--- src/rtl/flag_status_unit_if.sv ---
// ---------------------------------------------------------------------------
// flag_status_unit_if
//   Bundles the decoder/ALU/call-stack controls going into the flag status
//   unit, and the flag and status outputs coming back from it.
//
//   Controls (master -> slave):
//     set_flags     decoder issues a flag-writing instruction this cycle
//     alu_valid     ALU result for the oldest flag-writing op is valid
//     alu_zero      ALU zero result, meaningful when alu_valid
//     alu_sign      ALU sign result, meaningful when alu_valid
//     alu_carry     ALU carry result, meaningful when alu_valid
//     push          save the current flags on the stack
//     pop           restore the flags from the stack top
//   Status (slave -> master):
//     fZero/fSign/fCarry  registered architectural flags
//     flags_pending       flag-writing ops outstanding, so branches must stall
//     issue_full          no more flag-writing ops may be issued
//     stack_empty         save stack holds no entries
//     stack_full          save stack has no free entries
//     flag_err            sticky protocol-error indication
// ---------------------------------------------------------------------------
interface flag_status_unit_if;
    logic set_flags;
    logic alu_valid;
    logic alu_zero;
    logic alu_sign;
    logic alu_carry;
    logic push;
    logic pop;
    logic fZero;
    logic fSign;
    logic fCarry;
    logic flags_pending;
    logic issue_full;
    logic stack_empty;
    logic stack_full;
    logic flag_err;

    // Decoder / ALU / control side.
    modport master (
        output set_flags, alu_valid, alu_zero, alu_sign, alu_carry, push, pop,
        input  fZero, fSign, fCarry, flags_pending, issue_full,
               stack_empty, stack_full, flag_err
    );

    // Flag status unit side.
    modport slave (
        input  set_flags, alu_valid, alu_zero, alu_sign, alu_carry, push, pop,
        output fZero, fSign, fCarry, flags_pending, issue_full,
               stack_empty, stack_full, flag_err
    );
endinterface

--- src/rtl/flag_status_unit.sv ---
// ---------------------------------------------------------------------------
// flag_status_unit
//   Holds the architectural zero/sign/carry flags that feed branch decisions.
//   A small counter scoreboards flag-writing ops that have issued but whose
//   ALU result has not yet arrived, so issue can stall conditional branches.
//   A LIFO save stack lets call/return and interrupt entry/exit preserve and
//   restore the flags.
//
//   Parameters:
//     MAX_PEND     maximum outstanding flag-writing ops (>= 1)
//     STACK_DEPTH  number of save-stack entries (>= 1), each {Z,S,C}
//
//   Ports:
//     clk    rising-edge clock
//     rst_n  asynchronous active-low reset
//     bus    flag_status_unit_if.slave: control inputs and status outputs
//
//   Every output is a register or a pure decode of register state; there is
//   no combinational path from any input to any output.
// ---------------------------------------------------------------------------
module flag_status_unit #(
    parameter int MAX_PEND    = 4,
    parameter int STACK_DEPTH = 4
) (
    input  logic                  clk,
    input  logic                  rst_n,
    flag_status_unit_if.slave     bus
);

    localparam int PendW  = $clog2(MAX_PEND + 1);
    localparam int StackW = $clog2(STACK_DEPTH + 1);

    localparam logic [PendW-1:0]  PendMax  = PendW'(MAX_PEND);
    localparam logic [StackW-1:0] StackMax = StackW'(STACK_DEPTH);

    // Architectural state.
    logic [PendW-1:0]  pendCnt;
    logic [StackW-1:0] stackCnt;
    logic [2:0]        flagReg;          // {Z,S,C}
    logic              errReg;
    logic [2:0]        stackMem [STACK_DEPTH];

    // Next-state values.
    logic [PendW-1:0]  pendNext;
    logic [StackW-1:0] stackNext;
    logic [2:0]        flagNext;
    logic              errNext;

    // Helpers.
    logic [2:0] aluFlags;
    logic [2:0] flagsAfterAlu;           // flags as they stand after the ALU update alone
    logic [2:0] stackTop;
    logic       aluLegal;
    logic       stackWrite;
    logic       pendZero;
    logic       pendFull;
    logic       stackEmpty;
    logic       stackFull;

    assign aluFlags   = {bus.alu_zero, bus.alu_sign, bus.alu_carry};
    assign pendZero   = (pendCnt == '0);
    assign pendFull   = (pendCnt == PendMax);
    assign stackEmpty = (stackCnt == '0);
    assign stackFull  = (stackCnt == StackMax);

    // A result is only accepted if an op is waiting for it; a same-cycle
    // issue counts as waiting, which keeps simultaneous set/valid legal at 0.
    assign aluLegal = bus.alu_valid && (!pendZero || bus.set_flags);

    // Stack top read: entry stackCnt-1, written as a compare loop so the
    // index width never has to match the counter width.
    always_comb begin
        stackTop = '0;
        for (int i = 0; i < STACK_DEPTH; i++) begin
            if (stackCnt == StackW'(i + 1)) begin
                stackTop = stackMem[i];
            end
        end
    end

    always_comb begin
        // NOTE: every variable gets a default before any branch; a path that
        // leaves one unassigned would infer a latch.
        pendNext      = pendCnt;
        stackNext     = stackCnt;
        flagNext      = flagReg;
        errNext       = errReg;
        stackWrite    = 1'b0;
        flagsAfterAlu = flagReg;

        // Pending scoreboard. Simultaneous issue and completion cancel out.
        unique case ({bus.set_flags, bus.alu_valid})
            2'b10: begin
                if (pendFull) errNext  = 1'b1;
                else          pendNext = pendCnt + PendW'(1);
            end
            2'b01: begin
                if (pendZero) errNext  = 1'b1;
                else          pendNext = pendCnt - PendW'(1);
            end
            default: ;
        endcase

        if (aluLegal) begin
            flagsAfterAlu = aluFlags;
        end
        flagNext = flagsAfterAlu;

        // Push saves the post-ALU value so a result landing this cycle is
        // not lost. Push and pop together cancel with no error.
        if (bus.push && !bus.pop) begin
            if (stackFull) begin
                errNext = 1'b1;
            end else begin
                stackWrite = 1'b1;
                stackNext  = stackCnt + StackW'(1);
            end
        end

        // Pop wins over a same-cycle ALU flag update.
        if (bus.pop && !bus.push) begin
            if (stackEmpty) begin
                errNext = 1'b1;
            end else begin
                flagNext  = stackTop;
                stackNext = stackCnt - StackW'(1);
            end
        end
    end

    // NOTE: state registers use non-blocking assignments so every register
    // samples the pre-edge values, independent of statement order.
    always_ff @(posedge clk or negedge rst_n) begin
        if (!rst_n) begin
            pendCnt  <= '0;
            stackCnt <= '0;
            flagReg  <= '0;
            errReg   <= 1'b0;
        end else begin
            pendCnt  <= pendNext;
            stackCnt <= stackNext;
            flagReg  <= flagNext;
            errReg   <= errNext;
        end
    end

    // NOTE: the stack storage is deliberately not reset; entries are only
    // ever read below stackCnt, which reset clears, so stale contents are
    // unobservable and the array can map to plain storage.
    always_ff @(posedge clk) begin
        for (int i = 0; i < STACK_DEPTH; i++) begin
            if (stackWrite && (stackCnt == StackW'(i))) begin
                stackMem[i] <= flagsAfterAlu;
            end
        end
    end

    assign bus.fZero         = flagReg[2];
    assign bus.fSign         = flagReg[1];
    assign bus.fCarry        = flagReg[0];
    assign bus.flags_pending = !pendZero;
    assign bus.issue_full    = pendFull;
    assign bus.stack_empty   = stackEmpty;
    assign bus.stack_full    = stackFull;
    assign bus.flag_err      = errReg;

endmodule

--- src/flat_wrapper.sv ---
// flat-port wrapper written by rule: the top's interface ports become plain ports
module flag_status_unit_flat 
#(
    parameter int MAX_PEND    = 4,
    parameter int STACK_DEPTH = 4
)
  (clk, rst_n, bus_set_flags, bus_alu_valid, bus_alu_zero, bus_alu_sign, bus_alu_carry, bus_push, bus_pop, bus_fZero, bus_fSign, bus_fCarry, bus_flags_pending, bus_issue_full, bus_stack_empty, bus_stack_full, bus_flag_err);
  flag_status_unit_if bus_i ();
  input  logic clk;
  input  logic rst_n;
  input wire logic [$bits(bus_i.set_flags)-1:0] bus_set_flags;
  input wire logic [$bits(bus_i.alu_valid)-1:0] bus_alu_valid;
  input wire logic [$bits(bus_i.alu_zero)-1:0] bus_alu_zero;
  input wire logic [$bits(bus_i.alu_sign)-1:0] bus_alu_sign;
  input wire logic [$bits(bus_i.alu_carry)-1:0] bus_alu_carry;
  input wire logic [$bits(bus_i.push)-1:0] bus_push;
  input wire logic [$bits(bus_i.pop)-1:0] bus_pop;
  output wire logic [$bits(bus_i.fZero)-1:0] bus_fZero;
  output wire logic [$bits(bus_i.fSign)-1:0] bus_fSign;
  output wire logic [$bits(bus_i.fCarry)-1:0] bus_fCarry;
  output wire logic [$bits(bus_i.flags_pending)-1:0] bus_flags_pending;
  output wire logic [$bits(bus_i.issue_full)-1:0] bus_issue_full;
  output wire logic [$bits(bus_i.stack_empty)-1:0] bus_stack_empty;
  output wire logic [$bits(bus_i.stack_full)-1:0] bus_stack_full;
  output wire logic [$bits(bus_i.flag_err)-1:0] bus_flag_err;
  assign bus_i.set_flags = bus_set_flags;
  assign bus_i.alu_valid = bus_alu_valid;
  assign bus_i.alu_zero = bus_alu_zero;
  assign bus_i.alu_sign = bus_alu_sign;
  assign bus_i.alu_carry = bus_alu_carry;
  assign bus_i.push = bus_push;
  assign bus_i.pop = bus_pop;
  assign bus_fZero = bus_i.fZero;
  assign bus_fSign = bus_i.fSign;
  assign bus_fCarry = bus_i.fCarry;
  assign bus_flags_pending = bus_i.flags_pending;
  assign bus_issue_full = bus_i.issue_full;
  assign bus_stack_empty = bus_i.stack_empty;
  assign bus_stack_full = bus_i.stack_full;
  assign bus_flag_err = bus_i.flag_err;
  flag_status_unit #(.MAX_PEND(MAX_PEND), .STACK_DEPTH(STACK_DEPTH)) u_core (.clk(clk), .rst_n(rst_n), .bus(bus_i));
endmodule
--- config.mk ---
export PLATFORM = sky130hd
export DESIGN_NAME = flag_status_unit_flat
export DESIGN_NICKNAME = d
export VERILOG_FILES = /design/src/rtl/flag_status_unit_if.sv /design/src/rtl/flag_status_unit.sv /design/src/flat_wrapper.sv
export SDC_FILE = /design/constraint.sdc
export NUM_CORES = 1
export LEC_CHECK = 0
export ABC_AREA = 1
export CAP_MARGIN = 20
export CORE_AREA = 3 3 55 57
export CTS_CLUSTER_DIAMETER = 120
export CTS_CLUSTER_SIZE = 10
export DETAILED_ROUTE_END_ITERATION = 16
export DIE_AREA = 0 0 58 60
export PLACE_DENSITY = 0.72
export SYNTH_ARGS = -nofsm -noshare
export SYNTH_HDL_FRONTEND = slang
export SYNTH_SLANG_ARGS = --single-unit
--- constraint.sdc ---
create_clock -name clk -period 1.4 [get_ports clk]
set_input_delay 0.35 -clock clk [delete_from_list [all_inputs] [get_ports clk]]
set_output_delay 0.35 -clock clk [all_outputs]
set_load 0.005 [all_outputs]
==> flow_metrics.tcl, run 1 <==
set metrics [dict create \
    clock_latency_ps 300 \
    grt-ovfl-total 0 \
    io_buffers 16 \
    cap_violations 0 \
    ys_warn_count 0 \
    syn_inst 143 \
    detailed_place.area_um2 1610 \
    max_stage_delay_ps 410 \
    start_util 0.492 \
    antenna_left 0 \
    die_w_um 58 \
    place_inst 211 \
    startpoint_type "flip-flop" \
    wirelength_um 2920 \
    status "finished with violations" \
    synth.distinct_cells 22 \
    antenna_found_initial 0 \
    grt_busiest_layer "met2" \
    ys_seq_elements 22 \
    h-tree-depth 1 \
    std_cell_rows 18 \
    syn_area_per_cell_um2 8.67 \
    arrival_ps 1150 \
    vias 1114 \
    nets 216 \
    fin_area_um2 1940 \
    drive_gt1_frac 0.416 \
    grt_pass1_vias 1200 \
    clock-root-buffer "clkbuf_4" \
    power_density_nw_per_um2 1880 \
    syn_nets 161 \
    final.setup.tns_ps -365 \
    path_clk_slew_ps 120 \
    drc_errors 0 \
    worst_setup_path_end_kind "output port" \
    leakage_nw 0.941 \
    crit_top_cell "inv_2" \
    core-area_um2 2520 \
    cts_tree "done" \
    dp_hpwl_um 2010 \
    maxSlewViolCount 0 \
    cts_max_path_buffers 2 \
    synth_area_um2 1240 \
    use_met3 0.0238 \
    seq_area_frac_synth 0.492 \
    grt_util_met1 0.212 \
    routed_via_density 4.91 \
    use_met2 0.360 \
    cts_hold_buf 0 \
    peakVddDrop_mv 1.55 \
    grt_pass1_wl_um 5060 \
    crit_fanout 2 \
    clkSinkCount 22 \
    wl_per_cell_um 12.9 \
    fin_util 0.769 \
    skew_ps 5.75 \
    grt_usage 0.188 \
    finalWorstSetupSlack_ps -103 \
    final_hold_viol_count 0 \
    place.gp.congestion 0.827 \
    first_pass_iters 4 \
    fin_cells 227 \
    die_y_um 60 \
    required_ps 1050 \
    ios 17 \
    grt_max_degree 14 \
    critPathKind "reg -> out" \
    timing.fmax_mhz 665 \
    min_path_type "in -> async" \
    period_minus_slack_ps 1500 \
    dp_slack_ps -477 \
    diodes 0 \
    post-route-period-util 1.07 \
    slew_headroom 0.676 \
    crit_slowest_cell "dfrtp_1" \
    worst_slew_pin_slew_ps 485 \
    crit_chain "inv_2, ha_4, nand2_4, inv_2, buf_6" \
    first_iter_violations 20 \
    violations "setup timing" \
    area_growth_pct 56.5 \
    die_area_um2 3480 \
    rsz0062_at_grt "true" \
    numCtsBuffers 3 \
    setup_violations 5 \
]
==> placed cells by master, fill, tap and decap left out, drive strengths merged <==
cell type	instances
and2	1
edfxtp	12
xnor2	1
a21oi	4
nand3b	1
inv	25
ha	8
nor2	15
fa	1
nand3	13
o211ai	1
nand2	40
xor2	3
clkbuf	3
nor3b	1
o21ai	5
dfrtp	10
bufinv	1
dlygate4sd2	6
nor3	2
clkdlybuf4s50	6
buf	38
==> area by class of cell <==
type / instances / area, um^2
sequential: 22 / 612
inverter: 25 / 101
clock inverter: 1 / 30.0
clock buffer: 3 / 22.5
multi-input combinational: 96 / 707
fill: 171 / 582
tap: 30 / 37.5
timing repair buffer: 50 / 430
==> stage by stage <==
| step | hold WS, ps | power, mW |
|---|---|---|
| 5_1_grt | 370 | 3.94 |
| 3_5_place_dp | 506 | 2.47 |
| 6_report | 357 | 3.65 |
| 3_3_place_gp | 499 | 2.41 |
| 4_1_cts | 367 | 3.38 |
| 2_1_floorplan | 54.4 | 1.77 |
==> sequential cells by signal, indices dropped and copies added, names as in the netlist <==
name / count
u_core.stackCnt: 3
u_core.flagReg: 3
u_core.pendCnt: 3
u_core.stackMem: 12
u_core.bus.flag_err: 1
==> per-layer routing <==
layer  vias to the layer above  part of all wire
li1                        565                 -
met1                       520              0.42
met2                        21              0.53
met3                         8             0.020
met4                         0             0.023
met5                         -                 0
==> kinds of logic (layout without fill, tap and decap cells) <==
kind of cell,count (synthesis),after routing,share of synthesized area
xor gates and xnor gates,4,4,0.0283
AOI/OAI and AO/OA,10,10,0.0424
adders and majority gates,9,9,0.0969
and+or+nand+nor,73,73,0.264
DFF,22,22,0.492
buffers and inverters,25,79,0.0757
==> power by group <==
group	internal, mW	switching, mW	total [mW]
sequential	0.870	0.0994	0.970
combinational	1.12	1.08	2.20
clock	0.289	0.190	0.480
total	2.28	1.37	3.65
==> timing repair <==
item,in CTS,in global routing
endpoints found under the setup margin,29,32
pin swaps,13,9
gates resized for setup,62,20
setup buffers,10,4
==> cell usage after synthesis <==
cell type  count  area, um^2
xor2_1         3        26.3
ha_1           8         100
o21ai_0        5        25.0
and2_1         1        6.26
nand2_2        1        6.26
nand2_1       37         139
nand3_1       12        60.1
nand3_2        1        10.0
inv_2          2        7.51
inv_1         23        86.3
nor2_2         1        6.26
a21oi_1        4        20.0
dfrtp_1       10         250
o211ai_1       1        7.51
nor3b_1        1        7.51
nor2_1        14        52.6
fa_1           1        20.0
nand3b_1       1        7.51
edfxtp_1      12         360
xnor2_1        1        8.76
nand2_4        2        22.5
nor3_1         2        10.0
==> worst max-delay path: cells and delay by family, from the launching register on <==
family,cells,cell delay (ps)
simple gates,1,60
buf+inv,3,230
flops,1,410
fa+ha+maj,1,160
==> worst paths after layout <==
| path | slack (ps) | from | cells past startpoint | end |
|---|---|---|---|---|
| max | -100 | u_core.stackCnt[0] | 5 | bus_stack_empty |
| min | 360 | rst_n | 1 | u_core.flagReg[2] |
| max reg2reg | 0 | u_core.stackCnt[1] | 6 | u_core.stackMem[3][2] |
| min reg2reg | 520 | u_core.bus.flag_err | 2 | u_core.bus.flag_err |
| max in group asynchronous | 690 | rst_n | 1 | u_core.stackCnt[2] |
| min in group clk | 520 | u_core.bus.flag_err | 2 | u_core.bus.flag_err |
Power figures use the tool's default switching activity.
==> run 2, diff against run 1 <==
--- a/config.mk
+++ b/config.mk
@@ -6,13 +6,14 @@
 export NUM_CORES = 1
 export LEC_CHECK = 0
 export ABC_AREA = 1
-export CAP_MARGIN = 20
+export CAP_MARGIN = 30
 export CORE_AREA = 3 3 55 57
 export CTS_CLUSTER_DIAMETER = 120
 export CTS_CLUSTER_SIZE = 10
 export DETAILED_ROUTE_END_ITERATION = 16
 export DIE_AREA = 0 0 58 60
 export PLACE_DENSITY = 0.72
+export SLEW_MARGIN = 20
 export SYNTH_ARGS = -nofsm -noshare
 export SYNTH_HDL_FRONTEND = slang
 export SYNTH_SLANG_ARGS = --single-unit
==> results of run 2 <==
No change in the layout: final DEF, timing and power equal those of run 1.
==> run 3, diff against run 2 <==
--- a/config.mk
+++ b/config.mk
@@ -9,7 +9,6 @@
 export CAP_MARGIN = 30
 export CORE_AREA = 3 3 55 57
 export CTS_CLUSTER_DIAMETER = 120
-export CTS_CLUSTER_SIZE = 10
 export DETAILED_ROUTE_END_ITERATION = 16
 export DIE_AREA = 0 0 58 60
 export PLACE_DENSITY = 0.72
==> constraint.sdc (replaced) <==
create_clock -name clk -period 1.25 [get_ports clk]
set_input_delay 0.3125 -clock clk [delete_from_list [all_inputs] [get_ports clk]]
set_output_delay 0.3125 -clock clk [all_outputs]
set_load 0.005 [all_outputs]
==> flow_metrics.tcl, run 3 (synthesis results as in run 1) <==
set metrics [dict create \
    status "finished with violations" \
    violations "setup timing" \
    arrival_ps 1230 \
    period_minus_slack_ps 1540 \
    power_density_nw_per_um2 2220 \
    drive_gt1_frac 0.508 \
    numCtsBuffers 3 \
    crit_slowest_cell "dfrtp_1" \
    path_clk_slew_ps 130 \
    skew_ps 3.16 \
    top_register "u_core.stackMem" \
    clock_latency_ps 320 \
    std_cell_rows 18 \
    fin_util 0.812 \
    grt-ovfl-total 0 \
    r2r_cells 10 \
    timing.fmax_mhz 648 \
    routed_via_density 5.38 \
    cts_hold_buf 0 \
    worstReg2RegEnd "u_core.flagReg[2]" \
    wirelength_um 3990 \
    grt_max_degree 14 \
    start_util 0.492 \
    r2r-start "u_core.stackCnt[0]" \
    io_buffers 16 \
    area_growth_pct 65.2 \
    die_y_um 60 \
    slew_headroom 0.827 \
    critical_path.top_delay_family "flip-flops" \
    worst_setup_path_end_kind "output port" \
    final_hold_viol_count 0 \
    largest_reg_flops 12 \
    post-route-period-util 1.23 \
    final_common_cell "buf_4" \
    worst_slew_pin_slew_ps 260 \
    final_cell_mix "29 x buf_4, 23 x nand2_1, 12 x inv_1, 12 x edfxtp_1" \
    grt_pass1_vias 1194 \
    cp_num_buf_inv 2 \
    dp_hpwl_um 2210 \
    grt_usage 0.207 \
    crit_chain "buf_6, nor3_2, buf_2" \
    min_path_type "in -> async" \
    finalWorstSetupSlack_ps -293 \
    first_pass_iters 4 \
    setup_violations 36 \
    nets 218 \
    wl_per_cell_um 17.4 \
    antenna_left 0 \
    startpoint_type "flip-flop" \
    h-tree-depth 1 \
    max_stage_delay_ps 450 \
    rrSetupSlack_ps -220 \
    diodes 0 \
    rsz0062_at_grt "true" \
    drc_errors 0 \
    final.setup.tns_ps -4110 \
    clock-root-buffer "clkbuf_4" \
    first_iter_violations 47 \
    ios 17 \
    place.gp.congestion 0.810 \
    peakVddDrop_mv 2.02 \
    required_ps 940 \
    antenna_found_initial 0 \
    critPathKind "reg -> out" \
    maxSlewViolCount 0 \
    core-area_um2 2520 \
    cts_max_path_buffers 2 \
    grt_pass1_wl_um 5380 \
    die_w_um 58 \
    crit_fanout 2 \
    clkSinkCount 22 \
    cts_tree "done" \
    leakage_nw 0.966 \
    fill_cells 135 \
    vias 1232 \
    cap_violations 0 \
    die_area_um2 3480 \
]
run 3: changes by cell type in the layout (fill, tap and decap cells not counted), moves of 2 or more:
cell	before	now
nand3_4	1	3
clkbuf_2	0	3
nand2_4	5	9
dlygate4sd2_1	6	2
a21oi_2	0	2
nand2_1	28	23
inv_1	17	12
a21oi_1	4	2
nand3_2	2	0
inv_2	6	9
inv_4	1	3
buf_4	26	29
run 3: power by group:
part	internal, mW	switching (mW)
clock	0.325	0.233
combinational	1.40	1.49
sequential	0.975	0.138
run 3: layout make-up:
cell class | instances | area (um^2) | area share
tap | 30 | 37.5 | 0.0183
clock buffer | 3 | 22.5 | 0.0110
clock inverter | 1 | 30.0 | 0.0147
sequential | 22 | 612 | 0.299
inverter | 25 | 106 | 0.0519
multi-input combinational | 96 | 808 | 0.395
timing repair buffer | 52 | 432 | 0.211
run 3: through the flow:
| step | instances | power (mW) | cell area (um^2) | setup slack [ps] | hold WS [ps] |
|---|---|---|---|---|---|
| 2_1_floorplan | 143 | 2.06 | 1280 | -15.5 | 16.9 |
| 3_3_place_gp | 212 | 2.84 | 1650 | -507 | 499 |
| 3_5_place_dp | 212 | 2.92 | 1650 | -643 | 512 |
| 4_1_cts | 222 | 4.02 | 1930 | -231 | 277 |
| 5_1_grt | 229 | 4.81 | 2050 | -347 | 256 |
| 6_report | 229 | 4.55 | 2050 | -293 | 265 |
run 3: worst register-to-register path, delay by kind of cell, from the launching register on:
| kind | cells | cell delay [ps] |
|---|---|---|
| fa+ha+maj | 1 | 170 |
| buf+inv | 3 | 360 |
| flops | 1 | 400 |
| simple gates | 6 | 450 |
run 3: routing by layer:
layer | global-route usage | part of all wire | vias up
met1 | 0.226 | 0.37 | 596
met4 | 0.0762 | 0.039 | 0
met2 | 0.408 | 0.54 | 49
met5 | 0 | 0 | -
met3 | 0.0216 | 0.052 | 17
li1 | - | - | 570
run 3: timing repair:
action,CTS,global route
endpoints found under the setup margin,42,41
resized for setup,78,25
buffers inserted,13,10
pin swaps,22,10
run 3: how the worst max path moves through the flow:
stage | from | to | slack (ps) | cells past startpoint
final | u_core.pendCnt[0] | bus_issue_full | -290 | 3
after global routing | u_core.stackCnt[0] | bus_stack_empty | -350 | 5
after CTS | u_core.stackCnt[1] | bus_stack_full | -230 | 5
after detailed placement | bus_set_flags | u_core.pendCnt[1] | -640 | 6
after global placement | bus_alu_valid | u_core.pendCnt[1] | -510 | 5
after floorplan | bus_set_flags | u_core.pendCnt[1] | -20 | 5
